### config.mk
export PLATFORM = sky130hd
export DESIGN_NAME = vid_mode_track
export DESIGN_NICKNAME = d
export VERILOG_FILES = /design/src/rtl/vid_mode_track.sv
export SDC_FILE = /design/constraint.sdc
export NUM_CORES = 1
export LEC_CHECK = 0
export CAP_MARGIN = 30
export CELL_PAD_IN_SITES_DETAIL_PLACEMENT = 0
export CELL_PAD_IN_SITES_GLOBAL_PLACEMENT = 1
export CORE_UTILIZATION = 39
export CTS_CLUSTER_DIAMETER = 100
export DETAILED_ROUTE_END_ITERATION = 16
export GPL_ROUTABILITY_DRIVEN = 0
export PLACE_DENSITY = 0.7
export SLEW_MARGIN = 20
export SYNTH_ARGS = -nofsm -noshare
export SYNTH_HDL_FRONTEND = slang
export SYNTH_SLANG_ARGS = --single-unit
export TNS_END_PERCENT = 1
### constraint.sdc
create_clock -name i_clk -period 10.9 [get_ports i_clk]
set_input_delay 1.635 -clock i_clk [delete_from_list [all_inputs] [get_ports i_clk]]
set_output_delay 1.635 -clock i_clk [all_outputs]
set_load 0.005 [all_outputs]
### src/rtl/vid_mode_track.sv
// Vertical video mode tracker: measures per-frame line timing from raw syncs and
// pixel-valid, confirms a stable mode before publishing it, and drops lock on loss.
module vid_mode_track #(
  parameter int          CW            = 16,
  parameter int          NCONFIRM      = 4,
  parameter int          NLOSS         = 3,
  parameter logic [31:0] TIMEOUT       = 32'd4_000_000,
  parameter bit          HS_ACTIVE_LOW = 1'b0,
  parameter bit          VS_ACTIVE_LOW = 1'b0
) (
  input  logic          i_clk,
  input  logic          i_reset_n,
  input  logic          i_hsync,
  input  logic          i_vsync,
  input  logic          i_pv,
  output logic [CW-1:0] o_nlines,
  output logic [CW-1:0] o_vsstart,
  output logic [CW-1:0] o_vsend,
  output logic [CW-1:0] o_vtotal,
  output logic          o_locked,
  output logic          o_changed
);

  typedef enum logic [1:0] {SEARCH, CONFIRM, LOCKED, HOLD} state_t;

  typedef struct packed {
    logic [CW-1:0] nlines;
    logic [CW-1:0] vsstart;
    logic [CW-1:0] vsend;
    logic [CW-1:0] vtotal;
  } timing_t;

  localparam logic [CW-1:0] CNT_MAX = '1;

  function automatic logic [CW-1:0] sat_inc(input logic [CW-1:0] x);
    return (x == CNT_MAX) ? x : x + CW'(1);
  endfunction

  // Reset asserts immediately and releases on the second clock edge after i_reset_n rises.
  logic [1:0] rst_pipe;
  logic       rst_n;

  // NOTE: sequential state uses non-blocking assignments so every flop samples pre-edge values.
  always_ff @(posedge i_clk or negedge i_reset_n) begin
    if (!i_reset_n) rst_pipe <= 2'b00;
    else            rst_pipe <= {rst_pipe[0], 1'b1};
  end
  assign rst_n = rst_pipe[1];

  logic hs, vs;
  assign hs = i_hsync ^ HS_ACTIVE_LOW;
  assign vs = i_vsync ^ VS_ACTIVE_LOW;

  logic hs_prev, line_start, p_flag, v_flag, last_p, frame_start;

  // The sample taken in the line-start clock already belongs to the new line.
  always_ff @(posedge i_clk or negedge rst_n) begin
    if (!rst_n) begin
      hs_prev    <= 1'b0;
      line_start <= 1'b0;
      p_flag     <= 1'b0;
      v_flag     <= 1'b0;
      last_p     <= 1'b0;
    end else begin
      hs_prev    <= hs;
      line_start <= hs & ~hs_prev;
      if (line_start) begin
        last_p <= p_flag;
        p_flag <= i_pv;
        v_flag <= vs;
      end else begin
        p_flag <= p_flag | i_pv;
        v_flag <= v_flag | vs;
      end
    end
  end

  assign frame_start = line_start & p_flag & ~last_p;

  logic [CW-1:0] cnt_total, cnt_p, cnt_shelf, cnt_v;
  logic          seen_v, first_frame, any_sat;
  timing_t       cand, cand_nx;
  logic          cand_valid, eval;

  assign any_sat = (cnt_total == CNT_MAX) | (cnt_p == CNT_MAX) |
                   (cnt_shelf == CNT_MAX) | (cnt_v == CNT_MAX);

  // The first active line closes the old frame, so it is not counted; the +1 terms restore it.
  assign cand_nx.nlines  = cnt_p + CW'(1);
  assign cand_nx.vsstart = cnt_p + CW'(1) + cnt_shelf;
  assign cand_nx.vsend   = cnt_p + CW'(1) + cnt_shelf + cnt_v;
  assign cand_nx.vtotal  = cnt_total + CW'(1);

  always_ff @(posedge i_clk or negedge rst_n) begin
    if (!rst_n) begin
      cnt_total   <= '0;
      cnt_p       <= '0;
      cnt_shelf   <= '0;
      cnt_v       <= '0;
      seen_v      <= 1'b0;
      first_frame <= 1'b1;
      cand        <= '0;
      cand_valid  <= 1'b0;
      eval        <= 1'b0;
    end else begin
      eval <= frame_start;
      if (frame_start) begin
        cand        <= cand_nx;
        cand_valid  <= !first_frame && !any_sat && (cnt_v != '0);
        first_frame <= 1'b0;
        cnt_total   <= '0;
        cnt_p       <= '0;
        cnt_shelf   <= '0;
        cnt_v       <= '0;
        seen_v      <= 1'b0;
      end else if (line_start) begin
        cnt_total <= sat_inc(cnt_total);
        if (p_flag) cnt_p <= sat_inc(cnt_p);
        if (v_flag) begin
          cnt_v  <= sat_inc(cnt_v);
          seen_v <= 1'b1;
        end
        if (!p_flag && !v_flag && !seen_v) cnt_shelf <= sat_inc(cnt_shelf);
      end
    end
  end

  // A frame start in the same clock as expiry clears the counter and suppresses the timeout.
  logic [31:0] to_cnt;
  logic        to_expire;

  always_ff @(posedge i_clk or negedge rst_n) begin
    if (!rst_n)                  to_cnt <= '0;
    else if (frame_start)        to_cnt <= '0;
    else if (to_cnt != TIMEOUT)  to_cnt <= to_cnt + 32'd1;
  end

  assign to_expire = !frame_start && (to_cnt >= TIMEOUT - 32'd1);

  state_t     state, state_nx;
  timing_t    ref_q, ref_nx, out_q, out_nx;
  logic [3:0] match, match_nx, miss, miss_nx;
  logic       locked_q, locked_nx, changed_nx;
  logic       cand_eq;

  assign cand_eq = cand_valid && (cand == ref_q);

  // NOTE: every always_comb output gets a default first so no path can infer a latch.
  always_comb begin
    state_nx   = state;
    ref_nx     = ref_q;
    out_nx     = out_q;
    match_nx   = match;
    miss_nx    = miss;
    locked_nx  = locked_q;
    changed_nx = 1'b0;
    if (to_expire) begin
      state_nx  = SEARCH;
      locked_nx = 1'b0;
      match_nx  = '0;
      miss_nx   = '0;
    end else if (eval) begin
      unique case (state)
        SEARCH: begin
          if (cand_valid) begin
            ref_nx   = cand;
            match_nx = 4'd1;
            state_nx = CONFIRM;
          end
        end
        CONFIRM: begin
          if (!cand_valid) begin
            state_nx = SEARCH;
            match_nx = '0;
          end else if (cand_eq) begin
            match_nx = match + 4'd1;
            if (int'(match) + 1 >= NCONFIRM) begin
              state_nx   = LOCKED;
              out_nx     = ref_q;
              locked_nx  = 1'b1;
              changed_nx = 1'b1;
              match_nx   = '0;
            end
          end else begin
            ref_nx   = cand;
            match_nx = 4'd1;
          end
        end
        LOCKED: begin
          if (!cand_eq) begin
            if (NLOSS <= 1) begin
              state_nx  = SEARCH;
              locked_nx = 1'b0;
              miss_nx   = '0;
            end else begin
              state_nx = HOLD;
              miss_nx  = 4'd1;
            end
          end
        end
        HOLD: begin
          if (cand_eq) begin
            state_nx = LOCKED;
            miss_nx  = '0;
          end else if (int'(miss) + 1 >= NLOSS) begin
            state_nx  = SEARCH;
            locked_nx = 1'b0;
            miss_nx   = '0;
            match_nx  = '0;
          end else begin
            miss_nx = miss + 4'd1;
          end
        end
        default: state_nx = SEARCH;
      endcase
    end
  end

  always_ff @(posedge i_clk or negedge rst_n) begin
    if (!rst_n) begin
      state     <= SEARCH;
      ref_q     <= '0;
      out_q     <= '0;
      match     <= '0;
      miss      <= '0;
      locked_q  <= 1'b0;
      o_changed <= 1'b0;
    end else begin
      state     <= state_nx;
      ref_q     <= ref_nx;
      out_q     <= out_nx;
      match     <= match_nx;
      miss      <= miss_nx;
      locked_q  <= locked_nx;
      o_changed <= changed_nx;
    end
  end

  assign o_nlines  = out_q.nlines;
  assign o_vsstart = out_q.vsstart;
  assign o_vsend   = out_q.vsend;
  assign o_vtotal  = out_q.vtotal;
  assign o_locked  = locked_q;

endmodule

[Word-level counts from Yosys, hierarchy flattened]
Index checks and enable logic that the tools add are counted.
Storage, ports and cells
  bits in registers: 311
  bits of input ports: 5
  word-level logic and storage cells: 183
  output and inout port bits: 66
Operators by class
  add/subtract/negate cells: 11
  reduce and logical (&&, ||, !) cells: 35
  equality and inequality tests: 26
  bitwise logic cells: 11
  $lt $le $gt $ge: 3
  mux-type cells: 65
Operator list (number)
  16-bit 2-to-1 mux: 15
  64-bit 2-to-1 mux: 3
  64-bit one-hot mux with 2 select lines: 1
  16-bit by 1-bit adder with 16-bit output (second input constant): 4
  16-bit equality test (second input constant): 4
  64-bit equality test: 1
  32-bit 2-to-1 mux: 2
  4-bit 2-to-1 mux: 13
  16-bit adder: 2
  32-bit by 1-bit adder with 32-bit output (second input constant): 1
  32-bit by 22-bit >= comparator with 1-bit output (second input constant): 1
  32-bit by 22-bit != test with 1-bit output (second input constant): 1
  3-bit != test (second input constant): 7
  1-bit 2-to-1 mux: 18
  2-bit 2-to-1 mux: 9
  6-bit AND reduction: 3
  16-bit nonzero test: 1
  2-bit != test (second input constant): 7
  2-bit nonzero test: 7
  4-bit != test (second input constant): 3
  4-bit one-hot mux with 3 select lines: 1
  3-bit AND reduction: 4
  4-bit by 1-bit adder with 5-bit output (second input constant): 2
  4-bit by 1-bit adder with 4-bit output (second input constant): 2
  other kinds (18): 39

[Depth between registers and ports, before layout]
Gate-level depths: netlist of run 1.
  depth after elaboration: 8
  gate-level depth with buffers: 21
  gate-level depth less buffers: 21

[Worst setup path after synthesis of run 1]
Ideal clock, no wire load.
  path type: reg-to-reg
  from: register cnt_p[0]
  to: register cand[31] (netlist bit)
  cell stages (with the launch flop): 16
  arrival time: 3.821 ns
  slack: 6.953 ns
  path buffers: 0
  required time: 10.774 ns
  library setup time: 0.126 ns
  clock period less this slack: 3.947 ns
  cells stage by stage: dfrtp_1 ha_1 nand3_1 nor4_1 xor2_1 ha_1 or3_1 a211oi_1 nor2_1 xnor2_1 ha_1 nor3_1 a31oi_1 mux2i_1 a21oi_1 a221o_1
RTL lines
  start: declaration: RTL line 80  | logic [CW-1:0] cnt_total, cnt_p, cnt_shelf, cnt_v;
  start signal: assignment: RTL line 118  | if (p_flag) cnt_p <= sat_inc(cnt_p);
  end signal: assignment: RTL line 108  | cand <= cand_nx;
  end: declaration: RTL line 82  | timing_t cand, cand_nx;

==> flow_metrics.tcl, run 1 <==
set metrics [dict create \
    final_util_pct 46.2 \
    ys_warn_count 0 \
    hold_viol_final 0 \
    final_layout_size_suffix_gt1_share_pct 14.4 \
    avgSynthCellArea_um2 10.8 \
    clk_path_buf_depth 3 \
    syn_nets 1505 \
    yosys-top-cells-area "dfrtp_1 (50%), mux2_2 (6.2%), xor2_1 (4.9%)" \
    netlist.area_leader.share_pct 49.6 \
    hold_path.class "flop to async pin" \
    synth.distinct_cells 67 \
    dp_hpwl_um 25000 \
    clock_latency_ns 0.53 \
    max_freq_mhz 213 \
    final_common_cell "dfrtp_1" \
    worstReg2RegStart "cnt_p[0]$_DFFE_PN0P_" \
    track_usage_pct 17.9 \
    multi_input_area_um2 7410 \
    viasPerCell 5.11 \
    ys_seq_elements 311 \
    reg2reg_depth 15 \
    place_area_um2 16900 \
    cts.sinks 311 \
    top_regs "cand (64), ref_q (64), to_cnt (32)" \
    ir_drop_mv 0.116 \
    setup_tns_ns 0 \
    grt_first_pass_wirelength_um 58400 \
    ioPinCount 71 \
    drv_slew 0 \
    die_h_um 202 \
    min_period_ns 4.70 \
    dieArea_um2 40900 \
    synth_edf_count 0 \
    port_buffers 70 \
    rrSetupSlack_ns 6.20 \
    die_w_um 202 \
    grt_max_degree 174 \
    numCtsBuffers 36 \
    syn_inst 1452 \
    crit_arrival_ns 5.11 \
    grt_pass1_vias 10400 \
    wirelength_um 35600 \
    std_cell_rows 72 \
    fill_cells 3637 \
    drv_cap 0 \
    r2r-end "cand[31]$_DFFE_PN0P_" \
    syn_area_um2 15600 \
    setup_viol 0 \
    htreeDepth 2 \
    area_growth_pct 15.6 \
    grt_overflow 0 \
    fin_crit_sh_pct 43.1 \
    root_buffer "clkbuf_16" \
    synthArstFlopShare_pct 100 \
    yosysTopAreaCell "dfrtp_1" \
    start_util_pct 40.0 \
    final_cell_mix "dfrtp_1 (309), nand2_1 (157), nor2_1 (106)" \
    drt_pass1_iterations 9 \
    timing_worst_setup_path_type "flop to flop" \
    final_nets 1573 \
    start_kind "flop" \
    core_um2 39100 \
    tightest_slew_ns 0.925 \
    rsz0062_at_grt "false" \
    cts_tree "done" \
    final_area_um2 18100 \
    status "finished, final reports clean" \
    path_clk_slew_ns 0.06 \
    ant_nets 0 \
    end_kind "flop" \
    power_density_nw_per_um2 163 \
    num_antenna_cells 0 \
    hold_ws_ns 0.167 \
    vias 10500 \
    critPathMaxFanout 7 \
    antenna_found_initial 0 \
    ff_latch_area_um2 7790 \
    ctsHoldBuffers 0 \
    relSlewSlack_pct 37.9 \
    route.detailed.drc 0 \
    post_cts_resized 0 \
    drt_iter0_drc 607 \
    cts_setup_buffers 0 \
    ys.flop_type "dfrtp_1" \
    wire_per_inst_um 17.3 \
    critPathRequiredTime_ns 11.31 \
    yosysSeqAreaShare_pct 49.8 \
    fin_skew_ns 0.0139 \
    p_leak_nw 8.65 \
]
==> critical path, cell delays in order (launching register included) <==
cell,delay [ns]
dfrtp_1,0.45
ha_1,0.28
nand3_1,0.19
nor4_1,0.80
xor2_1,0.22
ha_1,0.29
or3_1,0.35
a211oi_1,0.31
nor2_1,0.10
xnor2_1,0.29
ha_1,0.25
nor3_1,0.07
a31oi_1,0.29
mux2i_1,0.28
a21oi_1,0.09
a221o_1,0.34
==> per-stage QoR <==
step                setup WS (ns)  total power [mW]  instances
floorplan                    1.59              1.63       1452
CTS                          6.21              2.99       2063
detailed placement           6.24              1.76       1999
global placement             6.39              1.75       1998
global route                 5.82              3.10       2064
finish                       6.20              2.95       2064
==> cells by family (layout without fill, tap and decap cells) <==
group           count (synthesis)  in the layout  synth area share, %
other cells                     1              1               0.0240
simple gates                  476            476                 14.8
compound gates                210            210                 8.21
buf+inv                       104            198                 2.98
mux                           142            142                 11.3
fa+ha+maj                      48             48                 3.94
xor+xnor                      160            160                 8.96
flops                         311            311                 49.8
==> metal layers <==
metal  GRT usage [%]  vias to the layer above  part of all wire (%)
met4            5.45                        0                   2.5
met1            25.9                     5161                    49
met3            2.76                       51                   3.7
li1                -                     5177                     -
met2            27.6                      159                    44
met5               0                        -                     0
==> how the worst max path moves through the flow <==
stage	start	to	depth (start not counted)
after detailed placement	cnt_p[0]$_DFFE_PN0P_	cand[31]$_DFFE_PN0P_	15
after floorplan	rst_pipe[1]$_DFF_PN0_	cand[0]$_DFFE_PN0P_	0
final	cnt_p[0]$_DFFE_PN0P_	cand[31]$_DFFE_PN0P_	15
after global placement	cnt_p[0]$_DFFE_PN0P_	cand[31]$_DFFE_PN0P_	15
after CTS	cnt_p[0]$_DFFE_PN0P_	cand[31]$_DFFE_PN0P_	15
after global routing	cnt_p[0]$_DFFE_PN0P_	cand[31]$_DFFE_PN0P_	15
==> Yosys cell counts (all sizes together), types with 16 or more instances <==
cell    instances
dfrtp         310
nand2         157
mux2          135
nor2          106
o21ai          90
xor2           88
xnor2          72
inv            53
nand3          48
ha             46
a21oi          43
clkbuf         29
nor4           25
nand4          23
and3           21
buf            21
nor3           16
or3            16
==> report_power, final <==
group / internal [mW] / switching, mW
clock: 0.729 / 0.481
sequential: 1.24 / 0.108
combinational: 0.168 / 0.223
total: 2.13 / 0.812
==> layout make-up <==
class / count / share of cell area [%]
sequential: 311 / 43.1
multi-input combinational: 1037 / 41.0
clock buffer: 53 / 6.13
timing repair buffer: 80 / 4.49
tap: 518 / 3.59
inverter: 54 / 1.13
clock inverter: 11 / 0.540
Note: power is estimated with default switching activity, not from simulation.
==> run 2: changes to the inputs <==
Settings changed: PLACE_DENSITY 0.7 to 0.73.
Clock period 10.9 ns to 4.2 ns, I/O delays scaled along.
==> flow_metrics.tcl, run 2 (synthesized netlist as in run 1, its figures left out) <==
set metrics [dict create \
    status "finished, final reports clean" \
    wire_per_inst_um 17.2 \
    r2r-end "cand[31]$_DFFE_PN0P_" \
    port_buffers 70 \
    path_cells "buf_4 -> inv_1 -> ha_1 -> fa_1 -> a21o_1 -> a21o_1 -> a21oi_1 -> inv_1 -> a21oi_1 -> xnor2_1 -> ha_1 -> a211o_1 -> o211ai_1 -> a31oi_2 -> mux2i_1 -> a21oi_1 -> a221o_1" \
    ant_nets 0 \
    start_util_pct 40.0 \
    grt_first_pass_wirelength_um 58800 \
    min_period_ns 4.02 \
    vias 10800 \
    ir_drop_mv 0.305 \
    power_density_nw_per_um2 425 \
    max_freq_mhz 249 \
    drv_slew 0 \
    grt_overflow 0 \
    drt_iter0_drc 570 \
    crit_arrival_ns 4.43 \
    hold_path.class "input port to async pin" \
    setup_slack_ns 0.177 \
    cp_slowest_cell "fa_1" \
    antenna_found_initial 0 \
    path_delay_family "compound AO/OA/AOI/OAI gates" \
    root_buffer "clkbuf_16" \
    ioPinCount 71 \
    setup_viol 0 \
    drt_pass1_iterations 5 \
    fill_cells 3608 \
    route.detailed.drc 0 \
    start_kind "flop" \
    clock_latency_ns 0.53 \
    relSlewSlack_pct 36.1 \
    wirelength_um 36000 \
    dieArea_um2 40900 \
    p_leak_nw 8.84 \
    track_usage_pct 18.1 \
    worstReg2RegStart "cnt_p[0]$_DFFE_PN0P_" \
    area_growth_pct 18.0 \
    num_antenna_cells 0 \
    drv_cap 0 \
    clk_path_buf_depth 3 \
    path_common_cell "a21oi_1" \
    final_common_cell "dfrtp_1" \
    grt_max_degree 92 \
    dp_slack_ns 0.0727 \
    std_cell_rows 72 \
    numCtsBuffers 36 \
    cts_tree "done" \
    path_buf_inv 3 \
    cts.sinks 311 \
    critPathMaxFanout 5 \
    final_nets 1603 \
    end_kind "flop" \
    timing_worst_setup_path_type "flop to flop" \
    rrSetupSlack_ns 0.18 \
    hold_viol_final 0 \
    viasPerCell 5.18 \
    setup_tns_ns 0 \
    die_h_um 202 \
    path_clk_slew_ns 0.06 \
    rsz0062_at_grt "true" \
    critPathRequiredTime_ns 4.61 \
    tightest_slew_ns 0.959 \
    core_um2 39100 \
    cp_slowest_stage_delay_ns 0.40 \
    final_layout_size_suffix_gt1_share_pct 17.0 \
    fin_skew_ns 0.0169 \
    htreeDepth 2 \
    reg2reg_depth 17 \
    final_cell_mix "dfrtp_1 (309), nand2_1 (157), nor2_1 (103)" \
    die_w_um 202 \
    fin_crit_sh_pct 95.8 \
    dp_hpwl_um 25700 \
    top_regs "cand (64), ref_q (64), to_cnt (32)" \
    grt_pass1_vias 10700 \
]
-- run 2: changes by cell type in the layout (fill, tap and decap cells not counted), sizes merged --
| cell | previous run | this run |
|---|---|---|
| buf | 10 | 40 |
| clkinv | 9 | 10 |
| bufinv | 1 | 6 |
| clkbuf | 53 | 46 |
| clkinvlp | 1 | 2 |
-- run 2: metrics by stage --
step / utilization, % / instances / total power [mW] / cell area [µm²] / hold slack, ns
global placement: 43.7 / 2026 / 4.55 / 17100 / 0.338
finish: 47.2 / 2094 / 7.84 / 18500 / 0.275
global route: 47.2 / 2094 / 8.21 / 18500 / 0.259
floorplan: - / 1452 / 4.22 / 15600 / 0.331
detailed placement: 43.7 / 2026 / 4.57 / 17100 / 0.341
CTS: 46.9 / 2090 / 7.94 / 18300 / 0.255
-- run 2: worst reg2reg max path, delay by kind of cell, from the launching register on --
family | cells | cell delay (ns)
DFF | 1 | 0.39
AOI/OAI and AO/OA | 9 | 1.89
muxes | 1 | 0.21
xor gates and xnor gates | 1 | 0.21
buffers and inverters | 3 | 0.22
adders and majority gates | 3 | 0.98
-- run 2: area by class of cell --
class	instances	area (µm²)	share of cell area (%)
multi-input combinational	1037	7500	40.7
tap	518	648	3.51
inverter	54	204	1.11
timing repair buffer	110	1050	5.72
sequential	311	7790	42.2
clock inverter	18	260	1.41
clock buffer	46	998	5.41
-- run 2: worst max path at each step --
stage	depth (start not counted)	to	start
floorplan	15	cand[31]$_DFFE_PN0P_	cnt_p[0]$_DFFE_PN0P_
global placement	18	cand[31]$_DFFE_PN0P_	cnt_p[0]$_DFFE_PN0P_
detailed placement	20	cand[31]$_DFFE_PN0P_	cnt_p[1]$_DFFE_PN0P_
CTS	18	cand[31]$_DFFE_PN0P_	cnt_p[1]$_DFFE_PN0P_
global route	19	cand[31]$_DFFE_PN0P_	cnt_p[1]$_DFFE_PN0P_
finish	17	cand[31]$_DFFE_PN0P_	cnt_p[0]$_DFFE_PN0P_
-- run 2: layer usage --
layer  routed length, µm  track usage [%]
met1               17500             25.9
met2               16600             28.5
met3                1100             2.43
met4                 843             5.26
met5                   0                0
-- run 2: timing repair --
item | CTS | global route
gates resized for setup | 0 | 19
hold buffers | 0 | 0
setup buffers | 0 | 3
setup endpoints to repair | 0 | 4
-- run 2: where the power goes --
part | switching [mW] | total, mW | internal, mW
clock network | 1.27 | 3.32 | 2.06
logic | 0.576 | 1.03 | 0.450
registers | 0.283 | 3.49 | 3.21
==> run 3: changes to the inputs <==
Settings changed: GPL_TIMING_DRIVEN set to 0.
==> flow_metrics.tcl, run 3 (synthesized netlist as in run 1, its figures left out) <==
set metrics [dict create \
    port_buffers 70 \
    final_layout_size_suffix_gt1_share_pct 19.4 \
    p_leak_nw 8.98 \
    num_antenna_cells 0 \
    rsz0062_at_grt "true" \
    die_w_um 202 \
    root_buffer "clkbuf_16" \
    final_cell_mix "dfrtp_1 (303), nand2_1 (156), nor2_1 (103)" \
    area_growth_pct 21.6 \
    setup_slack_ns 0.117 \
    max_freq_mhz 245 \
    critPathRequiredTime_ns 4.60 \
    clk_path_buf_depth 3 \
    track_usage_pct 19.6 \
    final_nets 1640 \
    htreeDepth 2 \
    core_um2 39100 \
    grt_max_degree 53 \
    grt_overflow 0 \
    antenna_found_initial 0 \
    numCtsBuffers 36 \
    dp_hpwl_um 29200 \
    path_depth 18 \
    critPathMaxFanout 4 \
    ant_nets 0 \
    end_kind "flop" \
    power_density_nw_per_um2 415 \
    path_common_cell "a21oi_2" \
    multi_input_area_um2 7840 \
    cp_slowest_cell "dfrtp_2" \
    clock_latency_ns 0.53 \
    dieArea_um2 40900 \
    cp_slowest_stage_delay_ns 0.47 \
    hold_path.class "input port to async pin" \
    route.detailed.drc 0 \
    final_common_cell "dfrtp_1" \
    drv_cap 0 \
    ioPinCount 71 \
    min_period_ns 4.08 \
    path_buf_inv 1 \
    ff_latch_area_um2 7790 \
    relSlewSlack_pct 47.0 \
    setup_tns_ns 0 \
    fill_cells 3549 \
    reg2reg_depth 18 \
    setup_viol 0 \
    std_cell_rows 72 \
    path_clk_slew_ns 0.06 \
    power_mw 7.89 \
    drt_pass1_iterations 5 \
    cts.sinks 311 \
    drv_slew 0 \
    fin_crit_sh_pct 97.2 \
    die_h_um 202 \
    drt_iter0_drc 672 \
    dp_slack_ns -0.886 \
    crit_arrival_ns 4.48 \
    viasPerCell 5.20 \
    wire_per_inst_um 18.6 \
    path_cells "ha_4 -> nand3_4 -> xor2_4 -> inv_1 -> ha_2 -> o21ai_0 -> nand2b_1 -> a31oi_4 -> o21ai_2 -> a21oi_2 -> xnor2_2 -> ha_1 -> or2_2 -> a21oi_2 -> a31oi_2 -> mux2i_1 -> a21oi_1 -> a221o_1" \
    tightest_slew_ns 0.787 \
    start_util_pct 40.0 \
    vias 11100 \
    cts_tree "done" \
    ir_drop_mv 0.223 \
    timing_worst_setup_path_type "flop to flop" \
    grt_first_pass_wirelength_um 62500 \
    hold_ws_ns 0.267 \
    top_regs "cand (64), ref_q (64), to_cnt (32)" \
    start_kind "flop" \
    hold_viol_final 0 \
    fin_skew_ns 0.0185 \
    grt_pass1_vias 11000 \
    wirelength_um 39600 \
    path_delay_family "compound AO/OA/AOI/OAI gates" \
    status "finished, final reports clean" \
]
[run 3: worst register-to-register path: stages, from the launching register on]
cell      delay (ns)
dfrtp_2         0.47
ha_4            0.20
nand3_4         0.15
xor2_4          0.23
inv_1           0.06
ha_2            0.38
o21ai_0         0.11
nand2b_1        0.14
a31oi_4         0.13
o21ai_2         0.25
a21oi_2         0.11
xnor2_2         0.22
ha_1            0.30
or2_2           0.33
a21oi_2         0.16
a31oi_2         0.06
mux2i_1         0.25
a21oi_1         0.11
a221o_1         0.30
[run 3: metal layers]
layer,vias to the layer above,GRT usage [%],wire [µm]
li1,5331,-,-
met1,5500,27.1,18600
met2,179,31.2,18300
met3,80,2.72,1310
met4,0,7.57,1420
met5,-,0,0
[run 3: metrics by stage]
stage / instance area, µm² / utilization [%] / std cells
after CTS: 18600 / 47.6 / 2115
after floorplan: 15600 / - / 1452
after global placement: 17000 / 43.5 / 2040
after detailed placement: 17100 / 43.8 / 2046
final: 19000 / 48.6 / 2132
after global routing: 19000 / 48.6 / 2132
[run 3: final timing paths]
path / startpoint / end / slack (ns)
hold reg to reg: rst_pipe[0]$_DFF_PN0_ / rst_pipe[1]$_DFF_PN0_ / 0.35
min in group i_clk: rst_pipe[0]$_DFF_PN0_ / rst_pipe[1]$_DFF_PN0_ / 0.35
setup reg to reg: cnt_p[0]$_DFFE_PN0P_ / cand[31]$_DFFE_PN0P_ / 0.12
hold / removal: i_reset_n / rst_pipe[0]$_DFF_PN0_ / 0.27
setup / recovery: cnt_p[0]$_DFFE_PN0P_ / cand[31]$_DFFE_PN0P_ / 0.12
max in group asynchronous: rst_pipe[1]$_DFF_PN0_ / o_vtotal[6]$_DFFE_PN0P_ / 2.86
[run 3: layout make-up]
| type | instances | area share, % |
|---|---|---|
| Tap cell | 518 | 3.41 |
| Multi-Input combinational cell | 1037 | 41.2 |
| Sequential cell | 311 | 41.0 |
| Clock inverter | 11 | 0.744 |
| Clock buffer | 54 | 5.79 |
| Inverter | 54 | 1.07 |
| Buffer | 49 | 1.37 |
| Timing Repair Buffer | 98 | 5.38 |
[run 3: power breakdown]
part,switching [mW],internal [mW],total (mW)
Sequential,0.283,3.21,3.50
Combinational,0.644,0.490,1.13
Clock,1.26,2.00,3.26
Total,2.19,5.70,7.89
[run 3: what timing repair did]
item                       in CTS  in global routing
hold buffers                    0                  0
setup buffers                   4                 18
setup endpoints to repair       6                  5
pin swaps                       4                 27
resized for setup              37                 48
